## config.mk

```make
export PLATFORM = sky130hd
export DESIGN_NAME = serial_addsub_unit
export DESIGN_NICKNAME = d
export VERILOG_FILES = /design/src/rtl/serial_addsub_pkg.sv /design/src/rtl/serial_addsub_digit.sv /design/src/rtl/serial_addsub_unit.sv
export SDC_FILE = /design/constraint.sdc
export NUM_CORES = 1
export LEC_CHECK = 0
export ABC_AREA = 1
export BUFFER_PORTS_ARGS = -buffer_cell sky130_fd_sc_hd__buf_2
export CAP_MARGIN = 10
export CORE_UTILIZATION = 33
export CTS_BUF_LIST = sky130_fd_sc_hd__clkbuf_4 sky130_fd_sc_hd__clkbuf_8 sky130_fd_sc_hd__clkbuf_16
export CTS_CLUSTER_DIAMETER = 120
export DETAILED_ROUTE_END_ITERATION = 16
export PLACE_DENSITY = 0.51
export SETUP_SLACK_MARGIN = 0.3
export SLEW_MARGIN = 25
export SYNTH_ARGS = -nofsm -noshare
export SYNTH_HDL_FRONTEND = slang
export SYNTH_HIERARCHICAL = 1
export SYNTH_SLANG_ARGS = --single-unit
```

## constraint.sdc

```tcl
create_clock -name clk -period 2.2 [get_ports clk]
set_input_delay 0.44 -clock clk [delete_from_list [all_inputs] [get_ports clk]]
set_output_delay 0.44 -clock clk [all_outputs]
set_load 0.01 [all_outputs]
```

## src/rtl/serial_addsub_pkg.sv

```systemverilog
// Shared types and sizing helpers for the digit-serial adder/subtractor.
package serial_addsub_pkg;

   typedef enum logic [1:0] {
      IDLE = 2'd0,
      RUN  = 2'd1,
      DONE = 2'd2
   } state_t;

   localparam logic OP_ADD = 1'b0;
   localparam logic OP_SUB = 1'b1;

   // Number of slices needed to cover the operand.
   function automatic int calc_n(input int width, input int digit);
      return width / digit;
   endfunction

   // Digit counter width: clog2(N), never narrower than one bit.
   function automatic int calc_cnt_width(input int n);
      return (n <= 1) ? 1 : $clog2(n);
   endfunction

endpackage

```

## src/rtl/serial_addsub_digit.sv

```systemverilog
// Combinational DIGIT-bit ripple-carry slice; also exposes the carry into its MSB
// so the top level can derive signed overflow from the final slice.
module serial_addsub_digit #(
   parameter int DIGIT = 1
) (
   input  logic [DIGIT-1:0] a,
   input  logic [DIGIT-1:0] b,
   input  logic             cin,
   output logic [DIGIT-1:0] sum,
   output logic             cout,
   output logic             c_msb_in
);

   always_comb begin
      // NOTE: blocking assignments are correct here: c is a combinational
      // temporary that must ripple through the loop within one evaluation.
      logic c;
      c        = cin;
      sum      = '0;
      c_msb_in = 1'b0;
      for (int i = 0; i < DIGIT; i++) begin
         if (i == DIGIT - 1) c_msb_in = c;
         sum[i] = a[i] ^ b[i] ^ c;
         c      = (a[i] & b[i]) | (c & (a[i] ^ b[i]));
      end
      cout = c;
   end

endmodule

```

## src/rtl/serial_addsub_unit.sv

```systemverilog
// Digit-serial signed/unsigned adder-subtractor, LS digit first, with a
// start/busy/done handshake and carry, overflow and zero flags.
module serial_addsub_unit
   import serial_addsub_pkg::*;
#(
   parameter int WIDTH = 8,
   parameter int DIGIT = 1
) (
   input  logic             clk,
   input  logic             rst_n,
   input  logic             start,
   input  logic [WIDTH-1:0] in1,
   input  logic [WIDTH-1:0] in2,
   input  logic             ci,
   input  logic             sub_select,
   output logic             busy,
   output logic             done,
   output logic [WIDTH-1:0] out,
   output logic             co,
   output logic             ovf,
   output logic             zero
);

   localparam int N  = calc_n(WIDTH, DIGIT);
   localparam int CW = calc_cnt_width(N);

   state_t state, next_state;

   logic [WIDTH-1:0] a_sr, b_sr, res_sr, res_next;
   logic             carry;
   logic [CW-1:0]    cnt;
   logic [DIGIT-1:0] sum;
   logic             cout, c_msb_in;
   logic             last, accept;

   assign last = (cnt == CW'(N - 1));

   serial_addsub_digit #(.DIGIT(DIGIT)) u_digit (
      .a        (a_sr[DIGIT-1:0]),
      .b        (b_sr[DIGIT-1:0]),
      .cin      (carry),
      .sum      (sum),
      .cout     (cout),
      .c_msb_in (c_msb_in)
   );

   // New slice enters at the top; after N shifts the LS digit sits at bit 0.
   assign res_next = (res_sr >> DIGIT) | (WIDTH'(sum) << (WIDTH - DIGIT));

   always_ff @(posedge clk) begin
      if (!rst_n) state <= IDLE;
      else        state <= next_state;
   end

   always_comb begin
      next_state = state;
      busy       = 1'b0;
      done       = 1'b0;
      accept     = 1'b0;
      unique case (state)
         IDLE: begin
            if (start) begin
               accept     = 1'b1;
               next_state = RUN;
            end
         end
         RUN: begin
            busy = 1'b1;
            if (last) next_state = DONE;
         end
         DONE: begin
            done = 1'b1;
            if (start) begin
               accept     = 1'b1;
               next_state = RUN;
            end else begin
               next_state = IDLE;
            end
         end
         default: next_state = IDLE;
      endcase
   end

   always_ff @(posedge clk) begin
      // NOTE: every datapath register, not just the FSM, is cleared so a
      // reset mid-operation leaves no stale result or flags visible.
      if (!rst_n) begin
         a_sr   <= '0;
         b_sr   <= '0;
         res_sr <= '0;
         carry  <= 1'b0;
         cnt    <= '0;
         out    <= '0;
         co     <= 1'b0;
         ovf    <= 1'b0;
         zero   <= 1'b0;
      end else if (accept) begin
         // Subtract is in1 + ~in2 + ~ci, so the inversion happens once here.
         a_sr   <= in1;
         b_sr   <= (sub_select == OP_SUB) ? ~in2 : in2;
         carry  <= (sub_select == OP_SUB) ? ~ci  : ci;
         res_sr <= '0;
         cnt    <= '0;
      end else if (state == RUN) begin
         a_sr   <= a_sr >> DIGIT;
         b_sr   <= b_sr >> DIGIT;
         carry  <= cout;
         res_sr <= res_next;
         cnt    <= cnt + CW'(1);
         if (last) begin
            out  <= res_next;
            co   <= cout;
            ovf  <= cout ^ c_msb_in;
            zero <= (res_next == '0);
         end
      end
   end

endmodule

```

==> results of run 1 <==
[worst max-delay path by stage]
stage                          start             endpoint  slack, ns  cells past startpoint
6_report       state[1]$_SDFFE_PN0P_                 busy       0.46                      4
5_1_grt        state[1]$_SDFFE_PN0P_                 busy       0.34                      4
4_1_cts        state[1]$_SDFFE_PN0P_                 busy       0.44                      4
3_3_place_gp   state[1]$_SDFFE_PN0P_    zero$_SDFFE_PN0P_       0.77                      7
3_5_place_dp   state[1]$_SDFFE_PN0P_      co$_SDFFE_PN0P_       0.72                      6
2_1_floorplan    cnt[0]$_SDFFE_PP0N_  out[7]$_SDFFE_PN0P_       0.98                      8
[state kept, by name, indices dropped and copies added (netlist names)]
signal / flops
a_sr: 8
b_sr: 8
out: 8
res_sr: 7
cnt: 3
state: 2
carry: 1
co: 1
ovf: 1
zero: 1
[per-stage QoR]
| stage | cell area, µm² | total power, mW |
|---|---|---|
| 2_1_floorplan | 1940 | 0.978 |
| 3_3_place_gp | 2110 | 1.02 |
| 3_5_place_dp | 2110 | 1.02 |
| 4_1_cts | 2200 | 1.54 |
| 5_1_grt | 2200 | 1.61 |
| 6_report | 2200 | 1.51 |
[layer usage]
metal	GRT usage	vias up	part of all wire
li1	-	920	-
met1	0.186	726	0.51
met2	0.238	30	0.44
met3	0.0414	4	0.035
met4	0.0556	0	0.011
met5	0	-	0
[cell usage in the layout (no fill, tap or decap), types with 3 or more instances in the layout]
cell type / synthesis / routed
nand2_1: 84 / 84
o21ai_1: 7 / 7
dfxtp_1: 40 / 40
nor2_1: 42 / 42
inv_1: 22 / 22
nand2_4: 3 / 3
clkinv_2: 1 / 3
nand3b_1: 7 / 7
buf_2: 2 / 33
o21ai_0: 7 / 7
a21oi_1: 16 / 16
clkbuf_8: 0 / 6
nand3_1: 20 / 20
[worst register-to-register path: stages (launching register included)]
cell     delay, ns
dfxtp_1       0.32
inv_2         0.16
nand2_4       0.06
inv_1         0.27
nand2_1       0.32
nor2_1        0.19
nor2_1        0.06
[power breakdown]
group	leakage (nW)	internal (mW)	total (mW)	switching, mW
registers	0.326	0.758	0.778	0.0201
logic	0.754	0.0850	0.225	0.140
clock network	0.0510	0.250	0.504	0.254
[kinds of logic after synthesis]
logic type | Yosys count
AO/OA/AOI/OAI | 30
XOR/XNOR | 2
adder cells (fa/ha/maj) | 3
buffers and inverters | 38
flip-flops | 40
AND/OR/NAND/NOR | 164
[area by class of cell]
class,instances,area (µm²),share of cell area
Clock buffer,6,82.6,0.0375
Clock inverter,2,10.0,0.00454
Multi-Input combinational cell,199,946,0.429
Sequential cell,40,801,0.363
Inverter,25,95.1,0.0431
Tap cell,72,90.1,0.0409
Timing Repair Buffer,35,180,0.0817
==> impl_metrics.yaml, run 1 <==
worst_hold_path:
  hp-class: "in2reg"
  whs_path_depth: 3
  worstHoldStart: "in1[7]"
  hold_end: "a_sr[7]$_SDFFE_PN0P_"
clocking:
  ctsResizeCount: 0
  path_clk_slew_ns: 0.07
  cts.sinks: 40
  cts.path.max_buffers: 2
  cts_buffers: 5
  hold_buffers: 0
  clk-insertion-delay-late_ns: 0.29
  htree_num_levels: 2
  cts_tree: "done"
  cts-root-buf: "clkbuf_8"
  cts_setup_buffers: 0
critical_path:
  cp.required_ns: 1.76
  cp_num_buf_inv: 3
  path_class: "reg2out"
  rrSetupSlack_ns: 0.72
  crit_fanout: 12
  slowest_stage: "dfxtp_1"
  crit_path_max_incr_delay_ns: 0.32
  r2r_start: "state[1]$_SDFFE_PN0P_"
  start_kind: "flip-flop"
  path_cells: "inv_2 > nand2_4 > inv_1 > buf_2"
  worst_ep_arrival_time_ns: 1.30
  r2r-end: "co$_SDFFE_PN0P_"
  reg2regPathDepth: 6
  crit_family: "buffers and inverters"
  crit_path_end_kind: "primary output"
route:
  drtIter0Drc: 69
  viasPerCell: 4.43
  final_antenna_net_count: 0
  route.vias.total: 1680
  wl_per_cell_um: 10.9
  drc: 0
  dr.pass1.iters: 4
  wirelength_um: 4120
sta:
  finalHoldViolations: 0
  fin_tns_setup_ns: 0
  period_share: 0.792
  slew_headroom: 0.700
  max_freq_ghz: 0.574
  skew_ns: 0.00694
  hold_ws_ns: 0.412
  drv_slew: 0
  worstMarginPinSlew_ns: 0.449
  rsz0062_at_grt: "no"
  setup_ws_ns: 0.457
  fin_crit_ns: 1.74
  setup_viol: 0
grt:
  grt_pass1_vias: 1547
  grt.total_usage: 0.147
  grt_pass1_wl_um: 7130
  grt_max_degree: 26
  antenna_found_initial: 0
  grt-ovfl-total: 0
floorplanning:
  core-area_mm2: 0.00557
  dieHeight_um: 78.7
  die-area_mm2: 0.00620
  boundaryPins: 34
  die_w_um: 78.7
  initial_utilization: 0.348
  rows: 27
logic_synthesis:
  ys_seq_area_frac: 0.412
  synthTopCellsByCount: "nand2_1, nor2_1, dfxtp_1"
  synth_most_common_cell: "nand2_1"
  synthesis.nets: 301
  synth_top_family_by_area: "simple AND/OR/NAND/NOR gates"
  synth_edf_count: 0
  ys_ff_latch: 40
  synthDistinctLibCells: 26
  yosys.area.top_type_share: 0.412
  synthXorXnorAreaFrac: 0.00902
  avgSynthCellArea_um2: 7.01
  synthCells: 277
  syn_area_mm2: 0.00194
  synth_flop_cell: "dfxtp_1"
  yosysTopAreaCell: "dfxtp_1"
  synth_mux_area_frac: 0
  synth_compound_area_frac: 0.0773
  async_flop_share: 0
  synthAdderAreaFrac: 0.0232
  synthTopCellsByArea: "dfxtp_1, nand2_1, nor2_1, nand3_1, inv_1"
  yosys_warnings: 6
  yosys.area_share.simple: 0.378
placement:
  post-place-cells: 371
  place_hpwl_um: 2840
  numPortBuffers: 33
  gp_congestion: 0.720
  pre_cts_slack_ns: 0.719
pwr:
  leakage_nw: 1.13
  peakVddDrop_mv: 0.247
  p_per_area_mw_per_mm2: 684
cells_and_area:
  drive_above_1_share: 0.179
  nFillCells: 645
  antennaDiodeCount: 0
  final_cells: 379
  syn_to_final_growth_pct: 13.5
  layout.nets: 330
  final_util: 0.396
run:
  cap_viol_max_count: 0
run_status:
  status: "complete, no violations"
No activity file was read; power rests on OpenSTA's default activity.
==> run 2, diff against run 1 <==
clock period = 1.7 ns   (was 2.2 ns; I/O delays follow)
==> impl_metrics.yaml, run 2 (synthesis gave the netlist of run 1 again) <==
cells_and_area:
  final_common_cell: "nand2_1"
  nFillCells: 607
  top_regs: "a_sr: 8 flops, b_sr: 8 flops, out: 8 flops"
  final_cell_mix: "nand2_1, nor2_1, dfxtp_1, buf_2"
  antennaDiodeCount: 0
  syn_to_final_growth_pct: 20.6
  drive_above_1_share: 0.236
  layout.nets: 342
route:
  wl_per_cell_um: 11.0
  wirelength_um: 4290
  viasPerCell: 4.40
  final_antenna_net_count: 0
  drc: 0
  route.vias.total: 1715
  dr.pass1.iters: 4
  drtIter0Drc: 90
clocking:
  path_clk_slew_ns: 0.07
  cts_buffers: 5
  hold_buffers: 0
  cts.sinks: 40
  cts.path.max_buffers: 2
  htree_num_levels: 2
  clk-insertion-delay-late_ns: 0.29
  cts-root-buf: "clkbuf_8"
  cts_tree: "done"
critical_path:
  path_cells: "inv_4 > buf_8 > nor2_2 > buf_2"
  crit_fanout: 5
  setup.worst_path.start: "state[1]$_SDFFE_PN0P_"
  crit_family: "flip-flops"
  cp_num_buf_inv: 3
  r2r_start: "a_sr[0]$_SDFFE_PN0P_"
  rrSetupSlack_ns: 0.41
  start_kind: "flip-flop"
  crit_path_end_kind: "primary output"
  worst_ep_arrival_time_ns: 1.03
  cp.required_ns: 1.36
  slowest_stage: "dfxtp_2"
  path_class: "reg2out"
  crit_path_max_incr_delay_ns: 0.36
sta:
  worstMarginPinSlew_ns: 0.356
  slew_headroom: 0.763
  setup_viol: 0
  period_share: 0.807
  max_freq_ghz: 0.729
  fin_tns_setup_ns: 0
  fin_crit_ns: 1.37
  skew_ns: 0.00194
  finalHoldViolations: 0
  drv_slew: 0
  rsz0062_at_grt: "yes"
grt:
  grt_max_degree: 25
  use_met3: 0.0356
  use_met1: 0.190
  grt.total_usage: 0.152
  grt_use_met2: 0.250
  grt-ovfl-total: 0
  grt_pass1_wl_um: 7350
  top_usage_layer: "met2"
  grt_pass1_vias: 1667
  antenna_found_initial: 0
pwr:
  peakVddDrop_mv: 0.336
  leakage_nw: 1.19
  power_mw: 1.95
  p_per_area_mw_per_mm2: 832
placement:
  gp_congestion: 0.725
  place_hpwl_um: 2900
  numPortBuffers: 33
floorplanning:
  boundaryPins: 34
  die_w_um: 78.7
  dieHeight_um: 78.7
  rows: 27
  initial_utilization: 0.348
  die-area_mm2: 0.00620
  core-area_mm2: 0.00557
worst_hold_path:
  hp-class: "in2reg"
  worstHoldStart: "in1[7]"
run:
  cap_viol_max_count: 0
run_status:
  status: "complete, no violations"
==> run 2: where the power goes <==
group	switching [mW]	leakage (nW)	internal (mW)
Combinational	0.191	0.815	0.139
Clock	0.311	0.0445	0.295
Sequential	0.0293	0.328	0.982
==> run 2: cell type report <==
class | count | area, µm² | area share
clock buffer | 6 | 76.3 | 0.0326
clock inverter | 1 | 5.00 | 0.00214
inverter | 25 | 104 | 0.0443
multi-input combinational | 199 | 971 | 0.415
sequential | 40 | 808 | 0.345
tap | 72 | 90.1 | 0.0385
timing repair buffer | 47 | 288 | 0.123
==> run 2: tightest hold or removal path, stage by stage <==
cell     delay (ns)
buf_2          0.10
nand2_1        0.05
a21oi_1        0.06
==> run 2: routing by layer <==
layer / vias to the layer above / wire (µm)
li1: 943 / -
met1: 733 / 2210
met2: 32 / 1840
met3: 7 / 165
met4: 0 / 72
met5: - / 0
==> run 2: repair_timing <==
action	CTS	global route
buffers inserted	1	7
pin swaps	0	3
endpoints found under the setup margin	3	12
resized for setup	8	13
==> run 2: path summary, 6_finish.rpt <==
check / endpoint / cells after the start
max: done / 4
min: a_sr[7]$_SDFFE_PN0P_ / 3
max reg2reg: carry$_SDFFE_PN0P_ / 6
min reg2reg: cnt[1]$_SDFFE_PP0N_ / 2
==> run 2: metrics by stage <==
| stage | util | instance area, µm² | hold WS [ns] | setup slack (ns) | cells |
|---|---|---|---|---|---|
| 2_1_floorplan | - | 1940 | 0.447 | 0.479 | 277 |
| 3_3_place_gp | 0.384 | 2140 | 0.460 | 0.332 | 375 |
| 3_5_place_dp | 0.384 | 2140 | 0.463 | 0.324 | 375 |
| 4_1_cts | 0.403 | 2250 | 0.295 | 0.293 | 383 |
| 5_1_grt | 0.420 | 2340 | 0.320 | 0.272 | 390 |
| 6_report | 0.420 | 2340 | 0.301 | 0.328 | 390 |
==> run 3, diff against run 2 <==
clock period = 1.4 ns   (was 1.7 ns; I/O delays follow)
==> impl_metrics.yaml, run 3 (synthesis gave the netlist of run 1 again) <==
run_status:
  status: "complete, no violations"
critical_path:
  crit_family: "flip-flops"
  path_class: "reg2out"
  crit_fanout: 2
  reg2regPathDepth: 6
  r2r_start: "a_sr[0]$_SDFFE_PN0P_"
  cp_common_cell: "buf_6"
  cp.required_ns: 1.12
  rrSetupSlack_ns: 0.12
  slowest_stage: "dfxtp_2"
  crit_path_end_kind: "primary output"
  start_kind: "flip-flop"
  crit_path_max_incr_delay_ns: 0.34
  worst_ep_arrival_time_ns: 1.01
  path_cells: "inv_2 > nand2_4 > inv_4 > buf_6 > buf_6"
  r2r-end: "zero$_SDFFE_PN0P_"
  cp_num_buf_inv: 4
grt:
  grt_pass1_vias: 1766
  grt_max_degree: 17
  grt.total_usage: 0.161
  antenna_found_initial: 0
  grt-ovfl-total: 0
  grt_pass1_wl_um: 7950
floorplanning:
  boundaryPins: 34
  dieHeight_um: 78.7
  die-area_mm2: 0.00620
  die_w_um: 78.7
  rows: 27
  initial_utilization: 0.348
  core-area_mm2: 0.00557
sta:
  worstMarginPinSlew_ns: 0.444
  max_freq_ghz: 0.777
  setup_ws_ns: 0.114
  drv_slew: 0
  fin_crit_ns: 1.29
  rsz0062_at_grt: "yes"
  setup_viol: 0
  finalHoldViolations: 0
  skew_ns: 0.00610
  slew_headroom: 0.704
  fin_tns_setup_ns: 0
  period_share: 0.919
  hold_ws_ns: 0.235
clocking:
  htree_num_levels: 2
  cts.sinks: 40
  cts-root-buf: "clkbuf_8"
  cts_tree: "done"
  clk-insertion-delay-late_ns: 0.29
  cts_buffers: 5
  path_clk_slew_ns: 0.07
  cts.path.max_buffers: 2
worst_hold_path:
  hp-class: "in2reg"
  whs_path_depth: 3
  hold_end: "a_sr[7]$_SDFFE_PN0P_"
  worstHoldStart: "in1[7]"
pwr:
  internal_power_mw: 1.88
  leakage_nw: 1.30
  p_per_area_mw_per_mm2: 969
  combPwrFrac: 0.200
  power_frac_seq: 0.476
  power_mw: 2.59
  power.share.clock: 0.325
  switching_share: 0.274
  peakVddDrop_mv: 0.480
  switchingPower_uw: 709
cells_and_area:
  final_cell_mix: "nand2_1, nor2_1, dfxtp_1, buf_2, inv_1"
  stdcell_area_mm2: 0.00267
  syn_to_final_growth_pct: 37.5
  final_common_cell: "nand2_1"
  antennaDiodeCount: 0
  drive_above_1_share: 0.352
  seq_area_um2: 812
  top_regs: "a_sr: 8 flops, b_sr: 8 flops, out: 8 flops"
  nFillCells: 592
  layout.nets: 356
  multi_input_area_mm2: 0.00111
placement:
  place_hpwl_um: 3060
  gp_congestion: 0.774
  numPortBuffers: 33
  place_area_mm2: 0.00222
  pre_cts_slack_ns: 0.118
route:
  dr.pass1.iters: 4
  route.vias.total: 1859
  viasPerCell: 4.60
  drc: 0
  final_antenna_net_count: 0
  drtIter0Drc: 45
  wl_per_cell_um: 11.3
  wirelength_um: 4570
run:
  cap_viol_max_count: 0
run 3: cell types whose count changed in the layout (fill, tap and decap cells not counted), moves of 5 or more:
| cell | previous run | this run |
|---|---|---|
| o21ai_2 | 0 | 5 |
| nand2_1 | 83 | 77 |
| buf_6 | 0 | 12 |
| o21ai_0 | 7 | 1 |
| a21oi_2 | 0 | 5 |
| a21oi_1 | 16 | 11 |
run 3: cell type report:
type	instances	area share
Clock buffer	7	0.0361
Inverter	25	0.0408
Multi-Input combinational cell	200	0.415
Sequential cell	40	0.304
Tap cell	72	0.0337
Timing Repair Buffer	60	0.171
run 3: worst max path at each step:
| stage | start | endpoint | slack (ns) | cells after the start |
|---|---|---|---|---|
| global placement | b_sr[0]$_SDFFE_PN0P_ | ovf$_SDFFE_PN0P_ | 0.12 | 4 |
| global route | a_sr[0]$_SDFFE_PN0P_ | zero$_SDFFE_PN0P_ | 0.08 | 6 |
| finish | state[1]$_SDFFE_PN0P_ | busy | 0.11 | 5 |
| floorplan | b_sr[0]$_SDFFE_PN0P_ | zero$_SDFFE_PN0P_ | 0.19 | 6 |
| detailed placement | b_sr[0]$_SDFFE_PN0P_ | ovf$_SDFFE_PN0P_ | 0.12 | 4 |
| CTS | state[1]$_SDFFE_PN0P_ | busy | 0.11 | 5 |
run 3: timing repair:
item | CTS | global route
pin swaps | 10 | 23
setup endpoints to repair | 36 | 40
setup buffers | 11 | 4
gates resized for setup | 29 | 34
hold buffers | 0 | 0
gates cloned | 1 | 0
run 3: power by group through the flow:
stage          clock, mW  sequential, mW  combinational, mW
2_1_floorplan          0            1.24              0.295
3_3_place_gp           0            1.25              0.382
3_5_place_dp           0            1.25              0.384
4_1_cts            0.852            1.23              0.468
5_1_grt            0.912            1.24              0.578
6_report           0.839            1.23              0.517
run 3: worst register-to-register path: stages (launching register included):
cell and delay (ns):
dfxtp_2 0.34, fa_2 0.57, nor2_1 0.04, nand2_1 0.06, nor2_1 0.04, nor2_1 0.09
nor2_1 0.04
run 3: metal layers:
metal,wire (µm),vias to the layer above,global-route usage
met4,91,0,0.0481
met2,2080,44,0.265
met3,193,9,0.0437
met5,0,-,0
li1,-,976,-
met1,2200,830,0.205
run 3: metrics by stage:
step / util / cells
floorplan: - / 277
global placement: 0.398 / 381
detailed placement: 0.398 / 381
CTS: 0.453 / 400
global route: 0.479 / 404
finish: 0.479 / 404
